## src/rtl/speck_ks_round_unit.sv

```systemverilog
// rtl/speck_ks_round_unit.sv - SPECK128/128 key-schedule step and inverse round engines
// Optional debug visibility of FSM states: define SPECK_STATE_DEBUG_EN.
module speck_ks_round_unit #(
  parameter int WORD_SIZE = 64,
  parameter int ALPHA     = 8,
  parameter int BETA      = 3
) (
  input  logic                     clk,
  input  logic                     rst,
  input  logic                     ks_start,
  input  logic [2*WORD_SIZE-1:0]   ks_key_in,
  input  logic [WORD_SIZE-1:0]     ks_round_ctr,
  output logic [2*WORD_SIZE-1:0]   ks_key_out,
  output logic                     ks_finished,
  output logic [3:0]               ks_state,
  input  logic                     rd_start,
  input  logic [WORD_SIZE-1:0]     rd_subkey,
  input  logic [2*WORD_SIZE-1:0]   rd_ciphertext,
  output logic [2*WORD_SIZE-1:0]   rd_plaintext,
  output logic                     rd_finished,
  output logic [3:0]               rd_state
);

  localparam int W = WORD_SIZE;

  typedef enum logic [3:0] {
    IDLE    = 4'd0,
    LOAD    = 4'd1,
    COMPUTE = 4'd2,
    DONE    = 4'd3
  } state_t;

  function automatic logic [W-1:0] ror(input logic [W-1:0] v, input int a);
    return (v >> a) | (v << (W - a));
  endfunction

  function automatic logic [W-1:0] rol(input logic [W-1:0] v, input int a);
    return (v << a) | (v >> (W - a));
  endfunction

  state_t         ks_st;
  logic [W-1:0]   ks_k;
  logic [W-1:0]   ks_l;
  logic [W-1:0]   ks_ctr;
  logic [W-1:0]   ks_l_next;
  logic [W-1:0]   ks_k_next;

  state_t         rd_st;
  logic [W-1:0]   rd_x;
  logic [W-1:0]   rd_y;
  logic [W-1:0]   rd_k;
  logic [W-1:0]   rd_x_next;
  logic [W-1:0]   rd_y_next;

  // Key step datapath from the captured operands; l' feeds k'.
  always_comb begin
    ks_l_next = (ks_k + ror(ks_l, ALPHA)) ^ ks_ctr;
    ks_k_next = rol(ks_k, BETA) ^ ks_l_next;
  end

  // Inverse round datapath; y' must be formed first because x' subtracts it.
  always_comb begin
    rd_y_next = ror(rd_x ^ rd_y, BETA);
    rd_x_next = rol((rd_x ^ rd_k) - rd_y_next, ALPHA);
  end

  // Key-step sequencer: capture in LOAD, write result in COMPUTE, pulse in DONE.
  always_ff @(posedge clk or posedge rst) begin
    if (rst) begin
      ks_st       <= IDLE;
      ks_k        <= '0;
      ks_l        <= '0;
      ks_ctr      <= '0;
      ks_key_out  <= '0;
      ks_finished <= 1'b0;
    end else begin
      ks_finished <= 1'b0;
      case (ks_st)
        IDLE: if (ks_start) ks_st <= LOAD;
        LOAD: begin
          ks_k   <= ks_key_in[2*W-1:W];
          ks_l   <= ks_key_in[W-1:0];
          ks_ctr <= ks_round_ctr;
          ks_st  <= COMPUTE;
        end
        COMPUTE: begin
          ks_key_out  <= {ks_k_next, ks_l_next};
          ks_finished <= 1'b1;
          ks_st       <= DONE;
        end
        DONE:    ks_st <= IDLE;
        default: ks_st <= IDLE;
      endcase
    end
  end

  // Inverse-round sequencer, same timing as the key step but fully separate.
  always_ff @(posedge clk or posedge rst) begin
    if (rst) begin
      rd_st        <= IDLE;
      rd_x         <= '0;
      rd_y         <= '0;
      rd_k         <= '0;
      rd_plaintext <= '0;
      rd_finished  <= 1'b0;
    end else begin
      rd_finished <= 1'b0;
      case (rd_st)
        IDLE: if (rd_start) rd_st <= LOAD;
        LOAD: begin
          rd_x  <= rd_ciphertext[2*W-1:W];
          rd_y  <= rd_ciphertext[W-1:0];
          rd_k  <= rd_subkey;
          rd_st <= COMPUTE;
        end
        COMPUTE: begin
          rd_plaintext <= {rd_x_next, rd_y_next};
          rd_finished  <= 1'b1;
          rd_st        <= DONE;
        end
        DONE:    rd_st <= IDLE;
        default: rd_st <= IDLE;
      endcase
    end
  end

`ifdef SPECK_STATE_DEBUG_EN
  assign ks_state = ks_st;
  assign rd_state = rd_st;
`else
  assign ks_state = 4'h0;
  assign rd_state = 4'h0;
`endif

endmodule

```

## config.mk

```make
export PLATFORM = sky130hd
export DESIGN_NAME = speck_ks_round_unit
export DESIGN_NICKNAME = d
export VERILOG_FILES = /design/src/rtl/speck_ks_round_unit.sv
export SDC_FILE = /design/constraint.sdc
export NUM_CORES = 2
export LEC_CHECK = 0
export ABC_CLOCK_PERIOD_IN_PS = 21300
export CAP_MARGIN = 20
export CORE_UTILIZATION = 29
export DETAILED_ROUTE_END_ITERATION = 10
export GPL_TIMING_DRIVEN = 0
export PLACE_DENSITY = 0.54
export SKIP_CTS_REPAIR_TIMING = 1
export SLEW_MARGIN = 20
export SYNTH_ARGS = -nofsm -noshare
export SYNTH_HDL_FRONTEND = slang
export SYNTH_SLANG_ARGS = --single-unit
export TNS_END_PERCENT = 5
```

## constraint.sdc

```tcl
create_clock -name clk -period 21.3 [get_ports clk]
set_input_delay 3.195 -clock clk [delete_from_list [all_inputs] [get_ports clk]]
set_output_delay 3.195 -clock clk [all_outputs]
set_load 0.02 [all_outputs]
```

==> impl_metrics.toml <==
[worst_setup_path]
cp_num_cells = 1
critPathRequiredTime_ns = 18.11
path_cells = "clkdlybuf4s50_1"
critical-path-top-delay-family = "buffers and inverters"
slowest_stage = "clkdlybuf4s50_1"
r2r_cells = 15
crit_end = "rd_plaintext[2]"
startpoint_type = "flop"
crit_fanout = 2
r2r-start = "rd_x[0]"
worst_ep_arrival_time_ns = 1.83
worstSetupEndpointType = "output port"
cpPeakStageDelay_ns = 0.84
r2r-end = "rd_plaintext[122]"
crit_type = "reg -> out"
r2r_slack_ns = 16.52
worst-path-buf-inv = 1
crit_start = "rd_plaintext[2]"

[synth]
ys_seq_elements = 646
synth_most_common_cell = "dfrtp_1"
synth_top_area_share_pct = 48.5
async_reset_ff_share_pct = 100
synth_edf_count = 0
yosys.cell_types.count = 84
netlist_top_cells_count = "646 x dfrtp_1, 496 x mux2_2, 268 x a21oi_1"
synth_area_um2 = 33400
syn_inst = 2859
ys_warn_count = 0
synth.yosys.seq_area_share_pct = 48.5
yosys-top-cells-area = "dfrtp_1 48%, mux2_2 17%, xnor2_1 6.9%"
yosys.area.top_type = "dfrtp_1"
synth.avg_cell_area_um2 = 11.7
ys.flop_type = "dfrtp_1"

[floorplanning]
rows = 124
initial_core_util_pct = 29.2
core_um2 = 114000
die_y_um = 341
die_area_um2 = 116000
die_w_um = 341
io_pins = 654

[cts]
clk_pin_slew_ns = 0.06
cts_max_path_buffers = 3
htreeDepth = 3
cts_tree = "done"
cts_buffers = 79
clk_latency_ns = 0.65
cts_sinks = 646
clockRootBuffer = "clkbuf_16"

[placed_design]
dp_hpwl_um = 93100
place_congestion = 0.898
numPortBuffers = 645
place_inst = 5030

[global_routing]
antenna_found_initial = 33
grt_first_pass_wirelength_um = 173000
grt_max_degree = 95
grt_util_all_layers_pct = 20.0
grt_pass1_vias = 25800
overflow = 0

[drt]
highest_layer = "met5"
wire_per_inst_um = 22.8
wl_met2_um = 55500
num_vias = 25100
routed_via_density = 4.84
drt_iter0_markers = 1166
dr.pass1.iters = 6
drc = 0
wl_met3_um = 10200
wl_met1_um = 49500
routed_wl_um = 118000
ant_nets = 0

[sta]
setup_viol = 0
worstMarginPinSlew_ns = 1.10
layout_worst_path_cycle_share_pct = 23.6
hold_violations = 0
drv_slew = 0
min_period_ns = 5.03
rsz0062_at_grt = "no"
slew_headroom_pct = 26.6
fmax_mhz = 199
final.setup.tns_ns = 0
clock_skew_ns = 0.0309

[finish]
seq_area_um2 = 16200
postLayoutCoreUtil_pct = 39.1
fillers = 11300
stdcell_count = 5175
drive_gt1_share_pct = 18.2
syn_to_final_growth_pct = 33.8
multi_input_area_um2 = 16500
nets = 4122

[run_status]
outcome = "finished clean"

[flow_run]
drv_cap = 0

[worst_hold_path]
hold_path_class = "reg -> reg"
[flip-flops by register name (all words and copies together), names as in the netlist]
register and flops:
ks_st 2, ks_finished 1, rd_k 64, rd_plaintext 128
ks_k 64, rd_x 64, rd_finished 1, rd_y 64
rd_st 2, ks_l 64, ks_ctr 64, ks_key_out 128
[stage by stage]
stage          setup WS, ns  instance area, µm²  hold WS [ns]
4_1_cts               16.19               44600         0.508
3_5_place_dp          16.16               41900         0.495
6_report              16.28               44600         0.503
3_3_place_gp          -9.62               41700         0.490
2_1_floorplan       0.00588               33400         0.485
5_1_grt               16.18               44600         0.517
[final cells by class]
cell class / count / share of cell area (%)
multi-input combinational: 2031 / 36.9
sequential: 646 / 36.2
timing repair buffer: 652 / 14.9
clock buffer: 118 / 5.29
tap: 1512 / 4.24
buffer: 140 / 1.26
clock inverter: 23 / 0.712
inverter: 49 / 0.429
antenna: 4 / 0.0224
[worst min path at each step]
stage                            from           endpoint  slack (ns)  cells after the start
floorplan                    ks_l[63]           ks_l[63]        0.48                      1
global placement       ks_key_out[63]     ks_key_out[63]        0.49                      1
detailed placement   rd_plaintext[96]   rd_plaintext[96]        0.50                      1
CTS                    ks_key_out[81]     ks_key_out[81]        0.51                      1
global route         rd_plaintext[91]   rd_plaintext[91]        0.52                      1
finish              rd_plaintext[105]  rd_plaintext[105]        0.50                      1
[layout by cell type (no fill, tap or decap), types with 10 or more instances in the layout]
cell,n
clkdlybuf4s50_1,645
clkbuf_8,15
xnor2_1,261
a21o_1,82
ha_1,133
a31oi_1,20
and2_1,13
o21a_1,14
dfrtp_1,646
inv_1,48
buf_1,10
nor3_1,14
nand3_1,24
clkbuf_16,83
o31ai_1,11
clkinv_2,11
nand2_1,94
o21bai_1,23
nor2_1,193
clkbuf_1,137
a21oi_1,268
o21ai_0,63
xor2_1,113
nand4_1,24
and3_1,15
nor2b_1,11
mux2_2,496
[kinds of logic (layout without fill, tap and decap cells)]
| kind of cell | count (synthesis) | count (layout) | synth area share (%) |
|---|---|---|---|
| flops | 646 | 646 | 48.5 |
| compound gates | 576 | 576 | 11.1 |
| mux | 504 | 504 | 17.0 |
| simple gates | 427 | 427 | 5.83 |
| xor+xnor | 381 | 381 | 10.3 |
| buf+inv | 189 | 982 | 2.24 |
| fa+ha+maj | 135 | 135 | 5.11 |
| other cells | 1 | 12 | 0.0112 |
[routing by layer]
metal  track usage [%]  vias up
met5                 0        -
met4              4.90       50
met3              6.94      184
met2              32.9      715
met1              25.0    12500
li1                  -    11600
Power is left out: the tool's default activity adds up to more than one toggle a clock period on the data nets, which glitch-free logic cannot reach.
